$ cat src/rtl/ifu_fetch_pkg.sv
// Shared definitions for the instruction fetch unit: FSM state encoding and
// RV32I constants used when presenting a faulted fetch to decode.
package ifu_fetch_pkg;

   // Fetch FSM states
   typedef enum logic [1:0] {
      IDLE = 2'd0,
      REQ  = 2'd1,
      WAIT = 2'd2,
      OUT  = 2'd3
   } ifu_state_t;

   // Canonical RV32I NOP (addi x0, x0, 0) substituted for faulted fetches
   localparam logic [31:0] RV32I_NOP = 32'h0000_0013;

   // Size of one instruction in bytes, used for sequential pc advance
   localparam int unsigned INST_BYTES = 4;

endpackage : ifu_fetch_pkg

$ cat src/rtl/ifu_fetch.sv
// Instruction fetch unit: owns the pc, issues one fetch at a time on the
// instruction bus and presents the result to decode under valid/ready.
// Redirects retarget the pc; any fetch already in flight is drained and
// dropped through the kill flag.
// Optional build macro IFU_MISALIGN_CHK_EN: a redirect to a non-word-aligned
// target skips the bus and hands decode a faulted NOP with ifu_misalign set.
module ifu_fetch
   import ifu_fetch_pkg::*;
#(
   parameter int unsigned          XLEN     = 32,
   parameter logic [XLEN-1:0]      RESET_PC = XLEN'(32'h8000_0000)
) (
   input  logic            clk,
   input  logic            rst,
   // instruction bus request channel
   output logic            ibus_req_valid,
   input  logic            ibus_req_ready,
   output logic [XLEN-1:0] ibus_req_addr,
   // instruction bus response channel
   input  logic            ibus_rsp_valid,
   input  logic [XLEN-1:0] ibus_rsp_data,
   input  logic            ibus_rsp_err,
   // redirect from execute/commit
   input  logic            redirect_valid,
   input  logic [XLEN-1:0] redirect_pc,
   // decode interface
   output logic            ifu_valid,
   input  logic            ifu_ready,
   output logic [XLEN-1:0] ifu_inst,
   output logic [XLEN-1:0] ifu_pc,
   output logic            ifu_fault
`ifdef IFU_MISALIGN_CHK_EN
   ,
   output logic            ifu_misalign
`endif
);

   localparam logic [XLEN-1:0] INST_INC   = XLEN'(INST_BYTES);
   localparam logic [XLEN-1:0] ALIGN_MASK = ~XLEN'(3);
   localparam logic [XLEN-1:0] NOP_WORD   = XLEN'(RV32I_NOP);

   ifu_state_t      state;
   logic [XLEN-1:0] pc;
   logic [XLEN-1:0] req_addr;
   logic            req_valid;
   logic            kill;

   logic [XLEN-1:0] tgt_pc_c;
   logic            tgt_mis_c;
   logic            launch_c;

   // Target of the next fetch launch: redirect wins, otherwise sequential
   // advance out of OUT, otherwise the current pc
   always_comb begin
      tgt_pc_c = pc;
      if (redirect_valid) begin
         tgt_pc_c = redirect_pc;
      end else if (state == OUT) begin
         tgt_pc_c = pc + INST_INC;
      end
   end

`ifdef IFU_MISALIGN_CHK_EN
   logic mis_pend;

   // Launch target is misaligned if this cycle's redirect is, or an earlier
   // redirect was while an old fetch was still draining
   assign tgt_mis_c = redirect_valid ? (redirect_pc[1:0] != 2'b00) : mis_pend;
`else
   assign tgt_mis_c = 1'b0;
`endif

   // Cycles in which the FSM leaves for a new fetch (or a misalign fault)
   always_comb begin
      launch_c = 1'b0;
      unique case (state)
         IDLE: launch_c = 1'b1;
         REQ:  launch_c = 1'b0;
         WAIT: launch_c = ibus_rsp_valid & (kill | redirect_valid);
         OUT:  launch_c = redirect_valid | ifu_ready;
         default: launch_c = 1'b0;
      endcase
   end

   // Fetch FSM with pc, kill and the decode-side output registers
   always_ff @(posedge clk or posedge rst) begin
      if (rst) begin
         state     <= IDLE;
         pc        <= RESET_PC;
         kill      <= 1'b0;
         req_valid <= 1'b0;
         req_addr  <= RESET_PC & ALIGN_MASK;
         ifu_inst  <= '0;
         ifu_fault <= 1'b0;
`ifdef IFU_MISALIGN_CHK_EN
         ifu_misalign <= 1'b0;
         mis_pend     <= 1'b0;
`endif
      end else begin
         // pc tracks the instruction being fetched/presented; redirect first
         if (redirect_valid) begin
            pc <= redirect_pc;
         end else if ((state == OUT) && ifu_ready) begin
            pc <= pc + INST_INC;
         end

`ifdef IFU_MISALIGN_CHK_EN
         if (redirect_valid) begin
            mis_pend <= (redirect_pc[1:0] != 2'b00);
         end
`endif

         unique case (state)
            IDLE: ;
            REQ: begin
               // address stays frozen until accepted; a redirect only kills
               if (ibus_req_ready) begin
                  state     <= WAIT;
                  req_valid <= 1'b0;
               end
               if (redirect_valid) begin
                  kill <= 1'b1;
               end
            end
            WAIT: begin
               if (ibus_rsp_valid) begin
                  if (kill || redirect_valid) begin
                     kill <= 1'b0;
                  end else begin
                     state     <= OUT;
                     ifu_inst  <= ibus_rsp_err ? NOP_WORD : ibus_rsp_data;
                     ifu_fault <= ibus_rsp_err;
`ifdef IFU_MISALIGN_CHK_EN
                     ifu_misalign <= 1'b0;
`endif
                  end
               end else if (redirect_valid) begin
                  kill <= 1'b1;
               end
            end
            OUT: ;
            default: state <= IDLE;
         endcase

         // Start the next fetch, or short-circuit a misaligned target to OUT
         if (launch_c) begin
            if (tgt_mis_c) begin
               state     <= OUT;
               ifu_inst  <= NOP_WORD;
               ifu_fault <= 1'b1;
`ifdef IFU_MISALIGN_CHK_EN
               ifu_misalign <= 1'b1;
               mis_pend     <= 1'b0;
`endif
            end else begin
               state     <= REQ;
               req_valid <= 1'b1;
               req_addr  <= tgt_pc_c & ALIGN_MASK;
            end
         end
      end
   end

   // Decode sees nothing in a redirect cycle so a wrong-path word never retires
   assign ifu_valid      = (state == OUT) & ~redirect_valid;
   assign ifu_pc         = pc;
   assign ibus_req_valid = req_valid;
   assign ibus_req_addr  = req_addr;

endmodule : ifu_fetch

$ cat config.mk
export PLATFORM = sky130hd
export DESIGN_NAME = ifu_fetch
export DESIGN_NICKNAME = d
export VERILOG_FILES = /design/src/rtl/ifu_fetch_pkg.sv /design/src/rtl/ifu_fetch.sv
export SDC_FILE = /design/constraint.sdc
export NUM_CORES = 1
export LEC_CHECK = 0
export CORE_MARGIN = 2
export CORE_UTILIZATION = 24
export DETAILED_ROUTE_END_ITERATION = 10
export PLACE_DENSITY = 0.49
export SETUP_SLACK_MARGIN = 0.05
export SYNTH_ARGS = -nofsm -noshare
export SYNTH_HDL_FRONTEND = slang
export SYNTH_SLANG_ARGS = --single-unit
$ cat constraint.sdc
create_clock -name clk -period 5.1 [get_ports clk]
set_input_delay 1.02 -clock clk [delete_from_list [all_inputs] [get_ports clk]]
set_output_delay 1.02 -clock clk [all_outputs]
set_load 0.005 [all_outputs]
[After elaboration in Yosys (flattened, before gate mapping)]
Index checks and enable logic that the tools add are counted.
Operators by class
  add/subtract/negate cells: 1
  $mul: 0
  divide/modulo/power cells: 0
  magnitude comparators: 0
  eq/ne operators: 7
  shift-type cells: 0
  mux-type cells: 18
  bitwise operators: 6
  reductions and logical operators: 12
Operators with widths (number)
  two-way mux 32 bit: 5
  adder 32 x 3 -> 32 bit (second input constant): 1
  inequality test 3 bit (second input constant): 4
  two-way mux 2 bit: 4
  nonzero test 2 bit: 4
  two-way mux 1 bit: 6
  == test 2 bit (second input constant): 2
  one-hot mux 1 bit (4 select lines): 1
  one-hot mux 2 bit (2 select lines): 1
  AND reduction 2 bit: 2
  AND reduction 4 bit: 1
  AND reduction 3 bit: 1
  nonzero test 3 bit: 1
  bitwise AND 1 bit: 2
  == test 2 x 1 -> 1 bit (second input constant): 1
  zero test 2 bit: 1
  NOT 1 bit: 2
  OR 1 bit: 2
  one-hot mux 1 bit (2 select lines): 1
  logical AND 1 bit: 1
  logical OR 1 bit: 1
Word-level totals
  register bits: 99
  latch bits: 0
  RAM bits: 0
  bits in read-only memories: 0
  input bits: 71
  output and inout port bits: 99
  word-level logic and storage cells: 51
  memories: 0

[Logic depth before layout (Yosys ltp)]
  depth after elaboration: 5
  gate-level depth with buffers: 8

[Worst setup path after synthesis]
Ideal clock, no wire load.
  path kind: input to output
  start: input port redirect_valid
  end: output port ifu_valid
  arrival: 1.712 ns
  data required time: 4.080 ns
  setup slack: 2.368 ns
  stages: 4
  cells stage by stage: clkbuf_1 > nand2b_1 > clkbuf_1 > inv_1
On the way
  cells in the longest elaborated chain, start to end: 2
Ends and longest elaborated chain
  start, declared: line ifu_fetch.sv:24  | input logic redirect_valid,
  NOT 1 bit: line ifu_fetch.sv:165  | assign ifu_valid = (state == OUT) & ~redirect_valid;
  bitwise AND 1 bit: line ifu_fetch.sv:165
  end, declared: line ifu_fetch.sv:27  | output logic ifu_valid,
No other way between the ends.

[Worst setup path after layout]
  start: register state[1]
  end: output port ifu_valid
On the way
  cells in the longest elaborated chain, start to end: 2
Ends and longest elaborated chain
  start, declared: line ifu_fetch.sv:42  | ifu_state_t state;
  start signal, assigned: line ifu_fetch.sv:88  | state <= IDLE;
  start signal, assigned: line ifu_fetch.sv:118  | state <= WAIT;
  start signal, assigned: line ifu_fetch.sv:130  | state <= OUT;
  == test 2 bit: line ifu_fetch.sv:165
  bitwise AND 1 bit: line ifu_fetch.sv:165
No other way between the ends.

==> metrics.md <==
| Metric | Value |
|---|---|
| Total CTS buffers | 9 |
| Initial DRC count | between 300 and 400 |
| Clock latency at the later pin of the worst-skew pair | between 0.3 and 0.4 ns |
| Largest net degree at the start of global routing | 74 |
| Core Area | approximately 23000 um^2 |
| Mapped Area | 5630 um^2 |
| P per Cell Area | 404 nW/um^2 |
| Clock transition at path regs | about 0.07 ns |
| Hold_buf cts | 0 |
| P_leak | roughly 2.9 nW |
| HP Class | flop to flop |
| Post-CTS Setup Bufs | 0 |
| Tcrit/Tclk final | 0.621 |
| M1 WL | 8240 um |
| Area grow syn2layout | 38.6% |
| RSZ-0062 raised after global routing | no |
| CP arrival | 2.15 ns |
| Met2 wire length | a little under 9000 um |
| Post-synth top area share | 0.431 |
| Highest routed layer | met4 |
| Crit path kind | flop to output pin |
| Number of global-route vias before repair | around 5200 |
| CP Launch Type | flop |
| Setup TNS | 0 ns |
| Status | completed |
| Post_cts resized | 0 |
| HPWL Detailed | between 10000 and 15000 um |
| Syn_area_per_cell | 8.83 um^2 |
| Die area | between 20000 and 25000 um^2 |
| Grt ovf | 0 |
| IO Port Bufs | approximately 170 |
| Overall routed net length | 19100 um |
| Max Clock Freq | 316 MHz |
| Yosys top cell by area | dfrtp_1 |
| Drt pass-1 iters | 5 |
| Worst-margin pin slew | approximately 1 ns |
| Number of synthesized register bits | between 90 and 100 |
| Multi-input gate area | ~2900 um^2 |
| Time the worst path needs with I/O delays and setup | about 3.2 ns |
| IO Pins | between 150 and 200 |
| Initial cell density of the core | 0.242 |
| Final Max Slew Viols | 0 |
| Fill cells | between 2000 and 2500 |
| Max H-tree Level | 3 |
| Final hold violations | 0 |
| Synth async-reset ratio | 1.00 |
| Most used flip-flop cell after synthesis | dfrtp_1 |
| Sequential area share after synthesis | 0.440 |
| Nets | around 840 |
| Skew final | 0.0183 ns |
| GPL Wtd Cong | ~0.75 |
| ANT cells | 0 |
| Final setup viols | 0 |
| WP data required | just over 4 ns |
| DR WL/cell | ~18 um |
| Vias | approximately 5300 |
| GRT Total Usage | 0.155 |
| Share of cells above drive strength 1 | 0.0545 |
| Final cell count without fillers | around 1100 |
| Mapped Cells | around 640 |
| Relative slew slack | 0.342 |
| Synth area leaders | dfrtp_1 43%, nand2_1 5.1%, nand2b_1 4.6% |
| Sequential Area | between 2000 and 2500 um^2 |
| Global-route wire length before repair | 29900 um |
| Final instance area | 7800 um^2 |
| Die Height | about 160 um |
| DP Cell Count | about 1100 |
| CP Max Fanout | 25 |
| Placed Area | 7510 um^2 |
| Mean number of vias per cell | 4.83 |
| Yosys warns | 0 |
| Initial antenna violation count | 2 |
| Drt drc | 0 |
| Root Driver | clkbuf_16 |
| Post-synth EDFFs | 0 |
| Standard-cell rows | 56 |
| Met3 WL | 1820 um |
| Post-route ant nets | 0 |
| Clock net sink count | around 100 |
| Yosys cell types | between 50 and 60 |
| Crit. End Element | output pin |
| CTS max path bufs | 2 |
| Total power | roughly 3.2 mW |
| Util after Layout | 0.336 |
| Die width | between 150 and 200 um |
| Worst ir drop on vdd | around 0.19 mV |
| Max cap viols | 0 |
| CTS tree | done |
-- synthesized netlist by cell type, drive strengths merged, types with 2 or more instances --
cell type and instances:
a211oi 3, a21boi 3, a21o 3, a21oi 14, a221oi 5, a22o 2
a311oi 2, a31oi 15, and2 2, and3 2, and4 2, buf 17
clkbuf 41, dfrtp 97, dfstp 2, ha 5, inv 10, mux2 7
mux2i 12, nand2 77, nand2b 41, nand3 23, nand4 22, nor2 44
nor2b 6, nor3 15, nor4 14, o211ai 10, o21a 2, o21ai 49
o221a 2, o311ai 5, o31a 4, o31ai 10, o41ai 2, or2 3
or3 6, or4 24, or4b 2, xnor2 19, xor2 2
-- flip-flops by register name, indices dropped and copies added, names as in the netlist --
signal,count
ibus_req_addr,30
ibus_req_valid,1
ifu_fault,1
ifu_inst,32
ifu_pc,32
kill,1
state,2
-- layout by cell type, fill, tap and decap left out, drive strengths merged, types with 3 or more instances in the layout --
cell	netlist	layout
clkdlybuf4s50	0	166
dfrtp	97	97
nand2	77	77
o21ai	49	49
nor2	44	44
nand2b	41	41
or4	24	24
nand3	23	23
nand4	22	22
xnor2	19	19
nor3	15	15
a31oi	15	15
nor4	14	14
a21oi	14	14
inv	10	14
mux2i	12	12
o31ai	10	10
o211ai	10	10
clkbuf	41	10
buf	17	8
mux2	7	7
or3	6	6
nor2b	6	6
a221oi	5	5
ha	5	5
o311ai	5	5
o31a	4	4
a21boi	3	3
a211oi	3	3
or2	3	3
a21o	3	3
-- report_power, final --
part / internal [mW] / switching [mW] / total (mW)
Combinational: 0.667 / 0.590 / 1.26
Sequential: 1.01 / 0.187 / 1.20
Clock: 0.356 / 0.348 / 0.704
-- critical path, stage by stage (launching register included) --
cell             delay, ns
dfrtp_1               0.40
ha_1                  0.16
buf_4                 0.30
nand2b_1              0.09
buf_4                 0.18
inv_1                 0.14
clkdlybuf4s50_1       0.53
-- worst paths after layout --
| path | endpoint | depth (start not counted) | slack (ns) | start |
|---|---|---|---|---|
| max in group asynchronous | ibus_req_addr[9]$_DFFE_PP0P_ | 3 | 2.92 | rst |
| max | ifu_valid | 6 | 1.93 | state[1]$_DFFE_PP0P_ |
| min in group asynchronous | ifu_inst[18]$_DFFE_PP0P_ | 2 | 1.23 | rst |
| min | ifu_inst[1]$_DFFE_PP0P_ | 2 | 0.48 | ifu_inst[1]$_DFFE_PP0P_ |
| max reg2reg | ibus_req_addr[19]$_DFFE_PP0P_ | 4 | 2.12 | ifu_pc[5]$_DFFE_PP0N_ |
| min reg2reg | ifu_inst[1]$_DFFE_PP0P_ | 2 | 0.48 | ifu_inst[1]$_DFFE_PP0P_ |
-- layout make-up --
class | instances | area share
clock inverters | 6 | 0.00705
well taps | 319 | 0.0511
repair buffers | 174 | 0.220
inverters | 10 | 0.00513
multi-input cells | 472 | 0.368
flip-flops and latches | 99 | 0.318
clock buffers | 10 | 0.0306
-- logic make-up after synthesis --
| group | Yosys count | synth area share |
|---|---|---|
| simple gates | 287 | 0.267 |
| compound gates | 138 | 0.162 |
| flops | 99 | 0.440 |
| buf+inv | 68 | 0.0511 |
| xor+xnor | 21 | 0.0327 |
| mux | 19 | 0.0353 |
| fa+ha+maj | 5 | 0.0111 |
| other cells | 1 | 0.000666 |
-- metal layers --
layer,GRT usage,up-vias
li1,-,2572
met1,0.199,2503
met2,0.250,179
met3,0.0570,15
met4,0.0368,0
met5,0,-
-- per-stage QoR --
stage,hold WS (ns),setup slack [ns]
after floorplan,0.463,1.49
after detailed placement,0.469,1.70
after global placement,0.460,1.72
after global routing,0.519,1.79
final,0.479,1.93
after CTS,0.486,1.89
Power figures use the tool's default switching activity.
